### src/rtl/mem_access_unit.sv
// mem_access_unit: data-memory access stage downstream of the load/store
// controller. It accepts one load/store request at a time and checks funct3
// and alignment. It then drives a single-port, word-addressed, byte-enabled
// memory that answers through a variable-latency ready handshake, and
// returns extended load data or a store completion with a fault flag.
//
// Ports:
//   clk, rst_n            clock (rising edge), synchronous active-low reset
//   req_valid/req_ready   request handshake; accepted in IDLE only
//   req_we, req_funct3    store/load select and RV32I width/sign code
//   req_addr, req_wdata   byte address and store data
//   rsp_valid             one-cycle completion pulse
//   rsp_rdata, rsp_fault  extended load data (0 for stores/faults), fault flag
//   busy                  access in flight (state != IDLE)
//   mem_en, mem_we        memory strobe and byte write enables (ACCESS only)
//   mem_addr, mem_wdata   word address and lane-aligned store data
//   mem_rdata, mem_ready  memory read word and completion
module mem_access_unit #(
  parameter int ADDR_WIDTH = 32,
  parameter int TIMEOUT    = 16
) (
  input  logic                  clk,
  input  logic                  rst_n,
  input  logic                  req_valid,
  output logic                  req_ready,
  input  logic                  req_we,
  input  logic [2:0]            req_funct3,
  input  logic [ADDR_WIDTH-1:0] req_addr,
  input  logic [31:0]           req_wdata,
  output logic                  rsp_valid,
  output logic [31:0]           rsp_rdata,
  output logic                  rsp_fault,
  output logic                  busy,
  output logic                  mem_en,
  output logic [3:0]            mem_we,
  output logic [ADDR_WIDTH-3:0] mem_addr,
  output logic [31:0]           mem_wdata,
  input  logic [31:0]           mem_rdata,
  input  logic                  mem_ready
);

  localparam logic [1:0] S_IDLE   = 2'd0;
  localparam logic [1:0] S_ACCESS = 2'd1;
  localparam logic [1:0] S_WAIT   = 2'd2;
  localparam logic [1:0] S_RESP   = 2'd3;

  // One spare bit so TIMEOUT-1 always fits, including TIMEOUT=0/1.
  localparam int CW = $clog2(TIMEOUT + 1) + 1;
  localparam logic [CW-1:0] TO_LAST = CW'((TIMEOUT > 0) ? TIMEOUT - 1 : 0);

  logic [1:0]            state;
  logic [CW-1:0]         cnt;
  logic [31:0]           rdata_q;
  logic                  fault_q;
  logic                  we_q;
  logic [2:0]            funct3_q;
  logic [ADDR_WIDTH-1:0] addr_q;
  logic [31:0]           wdata_q;

  function automatic logic f3_legal(input logic we, input logic [2:0] f3);
    if (we) return (f3 == 3'b000) || (f3 == 3'b001) || (f3 == 3'b010);
    else    return (f3 == 3'b000) || (f3 == 3'b001) || (f3 == 3'b010) ||
                   (f3 == 3'b100) || (f3 == 3'b101);
  endfunction

  // f3[1:0] encodes the access width for every legal code.
  function automatic logic misaligned(input logic [2:0] f3, input logic [1:0] o);
    return ((f3[1:0] == 2'b01) && o[0]) || ((f3[1:0] == 2'b10) && (o != 2'b00));
  endfunction

  function automatic logic [3:0] store_we(input logic [2:0] f3, input logic [1:0] o);
    case (f3[1:0])
      2'b00:   return 4'b0001 << o;
      2'b01:   return 4'b0011 << {o[1], 1'b0};
      default: return 4'b1111;
    endcase
  endfunction

  function automatic logic [31:0] store_data(input logic [2:0] f3, input logic [31:0] wd);
    case (f3[1:0])
      2'b00:   return {4{wd[7:0]}};
      2'b01:   return {2{wd[15:0]}};
      default: return wd;
    endcase
  endfunction

  function automatic logic [31:0] load_extend(input logic [2:0] f3, input logic [1:0] o,
                                              input logic [31:0] w);
    logic [7:0]  b;
    logic [15:0] h;
    b = 8'(w >> {o, 3'b000});
    h = 16'(w >> {o[1], 4'b0000});
    case (f3)
      3'b000:  return {{24{b[7]}}, b};
      3'b100:  return {24'h0, b};
      3'b001:  return {{16{h[15]}}, h};
      3'b101:  return {16'h0, h};
      default: return w;
    endcase
  endfunction

  // Request fields are only consumed after acceptance, so they need no reset.
  always_ff @(posedge clk) begin
    if (state == S_IDLE && req_valid) begin
      we_q     <= req_we;
      funct3_q <= req_funct3;
      addr_q   <= req_addr;
      wdata_q  <= req_wdata;
    end
  end

  always_ff @(posedge clk) begin
    if (!rst_n) begin
      state   <= S_IDLE;
      cnt     <= '0;
      rdata_q <= '0;
      fault_q <= 1'b0;
    end else begin
      case (state)
        S_IDLE: begin
          cnt <= '0;
          if (req_valid) begin
            if (!f3_legal(req_we, req_funct3) || misaligned(req_funct3, req_addr[1:0])) begin
              state   <= S_RESP;
              fault_q <= 1'b1;
              rdata_q <= '0;
            end else begin
              state <= S_ACCESS;
            end
          end
        end
        S_ACCESS: state <= S_WAIT;
        S_WAIT: begin
          cnt <= cnt + 1'b1;
          // Ready wins over a timeout expiring in the same cycle.
          if (mem_ready) begin
            state   <= S_RESP;
            fault_q <= 1'b0;
            rdata_q <= we_q ? 32'h0 : load_extend(funct3_q, addr_q[1:0], mem_rdata);
          end else if (TIMEOUT != 0 && cnt == TO_LAST) begin
            state   <= S_RESP;
            fault_q <= 1'b1;
            rdata_q <= '0;
          end
        end
        default: begin
          state   <= S_IDLE;
          fault_q <= 1'b0;
          rdata_q <= '0;
        end
      endcase
    end
  end

  assign req_ready = rst_n && (state == S_IDLE);
  assign busy      = (state != S_IDLE);
  assign rsp_valid = (state == S_RESP);
  assign rsp_rdata = rsp_valid ? rdata_q : 32'h0;
  assign rsp_fault = rsp_valid & fault_q;
  assign mem_en    = (state == S_ACCESS);
  assign mem_addr  = mem_en ? addr_q[ADDR_WIDTH-1:2] : '0;
  assign mem_we    = (mem_en && we_q) ? store_we(funct3_q, addr_q[1:0]) : 4'b0000;
  assign mem_wdata = (mem_en && we_q) ? store_data(funct3_q, wdata_q) : 32'h0;

endmodule
### config.mk
export PLATFORM = sky130hd
export DESIGN_NAME = mem_access_unit
export DESIGN_NICKNAME = d
export VERILOG_FILES = /design/src/rtl/mem_access_unit.sv
export SDC_FILE = /design/constraint.sdc
export NUM_CORES = 1
export LEC_CHECK = 0
export CELL_PAD_IN_SITES_DETAIL_PLACEMENT = 1
export CELL_PAD_IN_SITES_GLOBAL_PLACEMENT = 1
export CORE_MARGIN = 5
export CORE_UTILIZATION = 47
export DETAILED_ROUTE_END_ITERATION = 8
export DONT_BUFFER_PORTS = 1
export PLACE_DENSITY = 0.82
export SYNTH_ARGS = -nofsm -noshare
export SYNTH_HDL_FRONTEND = slang
export SYNTH_SLANG_ARGS = --single-unit
### constraint.sdc
create_clock -name clk -period 5.9 [get_ports clk]
set_input_delay 1.18 -clock clk [delete_from_list [all_inputs] [get_ports clk]]
set_output_delay 1.18 -clock clk [all_outputs]
set_load 0.01 [all_outputs]
Word-level counts from Yosys, hierarchy flattened
Index checks and enable logic that the tools add are counted.
- flip-flop bits (word level): 109
- output and inout port bits: 103
- reduce and logical (&&, ||, !) cells: 21
- add/subtract/negate cells: 1
- shift-type cells: 4
- multiplexer cells: 28
- bitwise gates (word level): 2
- eq/ne operators: 17
- operators with widths (operator ; count):
    $mux W32 ; 7
    $pmux W32 S4 ; 1
    $pmux W32 S3 ; 1
    $pmux W32 S2 ; 1
    $shr A32 B5 Y16 ; 1
    $shr A32 B5 Y8 ; 1
    $mux W30 ; 1
    $eq A3 B3 Y1 const B ; 4
    $pmux W6 S2 ; 1
    $mux W1 ; 8
    $mux W2 ; 4
    $pmux W4 S2 ; 1
    $add A6 B1 Y6 const B ; 1
    $eq A2 B1 Y1 const B ; 3
    $eq A2 B2 Y1 const B ; 3
    $eq A3 B1 Y1 const B ; 2
    $eq A6 B4 Y1 const B ; 1
    $logic_not A3 Y1 ; 2
    $logic_or A1 B1 Y1 ; 6
    $pmux W2 S3 ; 1
    $reduce_bool A2 Y1 ; 3
    $logic_and A1 B1 Y1 ; 5
    $logic_not A2 Y1 ; 2
    $mux W4 ; 1
    12 further kinds ; 12

Longest topological paths before layout
- depth in word-level cells: 14
- mapped depth: 8

Least setup slack after synthesis
OpenSTA, ideal clock, no wires.
- kind: input to register
- from: input req_valid
- to: register addr_q[0] (enable)
- data required time: 5404 ps
- arrival time: 4091 ps
- path slack: 1313 ps
- stages on the path: 2
- library setup time: 496 ps
- cells stage by stage: inv_1 nor2_1
- word-level cells in the longest chain between the ends: 1
- ends and longest elaborated chain (what ; line ; RTL):
    start, declared ; 24 ; input logic req_valid,
    $logic_and A1 B1 Y1 ; 104 ; if (state == S_IDLE && req_valid) begin
    end signal, assigned ; 107 ; addr_q <= req_addr;
    end, declared ; 57 ; logic [ADDR_WIDTH-1:0] addr_q;
Every way passes these cells.
A chain may end at the register's enable or synchronous reset.

Final worst setup path
- from: register addr_q[1]
- to: output mem_we[0]
- word-level cells in the longest chain between the ends: 3
- ends and longest elaborated chain (what ; line ; RTL):
    $shl A2 B2 Y4 / $shl A1 B2 Y4 (equally long branches) ; 74, 73 ;
    $pmux W4 S2 * ; 72 ; case (f3[1:0])
    $mux W4 * ; 162 ; assign mem_we = (mem_en && we_q) ? store_we(funct3_q, addr_q[1:0]) : 4'b0000;
    end, declared ; 35 ; output logic [3:0] mem_we,
Every way passes the cells marked *; elsewhere a longest branch is shown, timed or not.

==> flow_metrics.py <==
metrics = {
    "status": {
        "outcome": "finished clean",
    },
    "timing": {
        "hold_viol_final": 0,
        "setup_viol_count_final": 0,
        "maxSlewHeadroom_pct": 26.7,
        "fin_setup_tns_ps": 0,
        "slew_violations": 0,
        "fin_crit_sh_pct": 64.2,
        "fin_crit_ps": 3790,
        "rsz0062_at_grt": "false",
        "fin_skew_ps": 8.61,
        "tightest_slew_ps": 1100,
        "worst_slack_ps": 2110,
        "fmax_ghz": 0.264,
    },
    "route": {
        "route.antenna.remaining_nets": 0,
        "first_pass_iters": 4,
        "via_count": 3930,
        "drtIter0Drc": 200,
        "wl_per_cell_um": 23.4,
        "viasPerCell": 6.06,
        "post-route-drc-count": 0,
        "wirelength_mm": 15.1,
    },
    "cts": {
        "cts-hold-fix-buffers": 0,
        "cts_root_buffer": "clkbuf_16",
        "htreeDepth": 3,
        "cts_sinks": 109,
        "clk_latency_ps": 350,
        "cts_tree": "done",
        "cts-buffers-inserted": 9,
        "clk_pin_slew_worst_paths_ps": 80,
        "cts_setup_buffers": 0,
        "ctsResizeCount": 0,
        "cts_buffer_depth": 2,
    },
    "floorplan": {
        "rows": 39,
        "ios": 207,
        "die_h_um": 118,
        "design.die.area_um2": 13800,
        "start_util_pct": 47.8,
        "coreArea_um2": 11400,
        "die_w_um": 118,
    },
    "setup_path": {
        "cp-start-kind": "flip-flop",
        "worstReg2RegEnd": "rdata_q[18]",
        "cp-end-kind": "primary output",
        "reg2reg_depth": 7,
        "reg2reg_from": "state[1]",
        "arrival_ps": 2610,
        "crit_required_ps": 4720,
        "critPathKind": "reg -> out",
        "reg2reg_slack_ps": 3280,
        "crit_fanout": 31,
    },
    "min_path": {
        "hold_class": "reg -> reg",
        "hold_path_depth": 2,
        "min_to": "rdata_q[16]",
        "hold_path.startpoint": "rdata_q[16]",
    },
    "cells_and_area": {
        "synthToLayoutAreaGrowth_pct": 6.72,
        "final_net_count": 608,
        "drive_gt1_share_pct": 7.54,
        "post-route-util_pct": 51.0,
    },
    "grt": {
        "grt_pass1_wl_mm": 23.5,
        "grt_pass1_vias": 4160,
        "grt_usage_pct": 21.5,
        "antenna_found_initial": 1,
        "overflow": 0,
        "grt_max_degree": 45,
    },
    "logic_synthesis": {
        "synth_largest_area_cell": "edfxtp_1",
        "syn_inst": 519,
        "synth_enable_flop_cells": 68,
        "synth_fp_nets": 628,
        "synth-seq-area-share_pct": 52.7,
        "ys_seq_elements": 109,
        "synthTopCellsByArea": "edfxtp_1 (38%), dfxtp_1 (15%), mux2i_1 (7.6%), and2_1 (7.4%), nand2_1 (4.6%)",
        "syn_area_um2": 5430,
        "yosys-top-cells-count": "edfxtp_1 (68), nand2_1 (66), and2_1 (64)",
        "synth_top_area_share_pct": 37.6,
        "yosysMostFrequentCell": "edfxtp_1",
        "synth_top_flop_cell": "edfxtp_1",
        "syn_avg_cell_area_um2": 10.5,
        "synth.distinct_cells": 44,
        "yosys_warnings": 0,
        "synthArstFlopShare_pct": 0,
    },
    "power": {
        "ir_drop_uv": 276,
        "p_leak_nw": 2.09,
        "p_per_area_nw_per_um2": 417,
    },
    "job": {
        "maxCapViolCount": 0,
    },
    "placed_design": {
        "pre_cts_ws_ps": 2540,
        "portBuffers": 0,
        "gp_congestion": 0.841,
        "dp_hpwl_mm": 11.6,
    },
}
## layout make-up
cell class	count	area, um^2
diodes	1	2.50
clock buffers	9	225
clock inverters	7	78.8
fillers	1258	5570
inverters	16	60.1
multi-input cells	359	2360
flip-flops and latches	109	2860
well taps	143	179
repair buffers	4	30.0
## where the power goes
part	switching, W	total, W	leakage, nW	internal (W)
Sequential	0.000110	0.00111	0.978	0.00100
Clock	0.000305	0.000610	0.151	0.000305
Combinational	0.000466	0.000696	0.957	0.000230
## critical path, cell delays in order, from the launching register on
cell and delay, ps:
edfxtp_1 1030, inv_1 290, a21oi_1 750, nor2_1 190
## state kept, by name (all words and copies together), names as in the netlist
signal and cells:
cnt 6, rdata_q 32, funct3_q 3, we_q 1, fault_q 1, wdata_q 32, state 2, addr_q 32
## metal layers
metal	up-vias	share of wire, %	global-route usage (%)
li1	1823	-	-
met1	1907	38	24.3
met2	172	49	35.5
met3	28	9.4	9.13
met4	0	3.1	9.10
met5	-	0	0
## layout by cell type (no fill, tap or decap), types with 2 or more instances in the layout
cell type / n
clkbuf_16: 9
a21oi_1: 27
nand3b_1: 3
ha_1: 5
inv_8: 4
nor3b_1: 12
nor3_1: 3
nor4_1: 3
or2_2: 2
buf_4: 4
and2_1: 64
a32oi_2: 10
inv_6: 2
a32oi_1: 13
o21ai_0: 13
o2111ai_1: 9
nand2_1: 66
inv_1: 16
nand3_1: 3
edfxtp_1: 68
o31ai_1: 2
and3_1: 9
dfxtp_1: 41
nor2b_1: 4
a21o_1: 2
o211ai_1: 7
mux2i_1: 41
nor2_1: 46
## how the worst max path moves through the flow
stage / startpoint / endpoint / slack (ps) / cells past startpoint
2_1_floorplan: req_valid / addr_q[0] / 1310 / 2
3_3_place_gp: addr_q[1] / mem_we[0] / 2580 / 3
3_5_place_dp: addr_q[1] / mem_we[0] / 2540 / 3
4_1_cts: addr_q[1] / mem_we[0] / 2150 / 3
5_1_grt: addr_q[1] / mem_we[0] / 1960 / 3
6_report: addr_q[1] / mem_we[0] / 2110 / 3
## cells by family (layout without fill, tap and decap cells)
group                    Yosys count  count (layout)  synth area share, %
multiplexers                      43              43                 8.24
flip-flops                       109             109                 52.7
AO/OA/AOI/OAI                     91              91                 13.6
buffers and inverters             51              36                 4.01
adder cells (fa/ha/maj)            5               5                 1.15
AND/OR/NAND/NOR                  220             220                 20.4
other                              0               1                    0
## stage by stage
step           power [W]  std cells  area, um^2  hold slack [ps]
2_1_floorplan    0.00167        519        5430              421
3_3_place_gp     0.00179        631        5490              432
3_5_place_dp     0.00183        631        5490              440
4_1_cts          0.00244        647        5800              451
5_1_grt          0.00255        648        5800              483
6_report         0.00242        648        5800              446
Note: power is estimated with default switching activity, not from simulation.
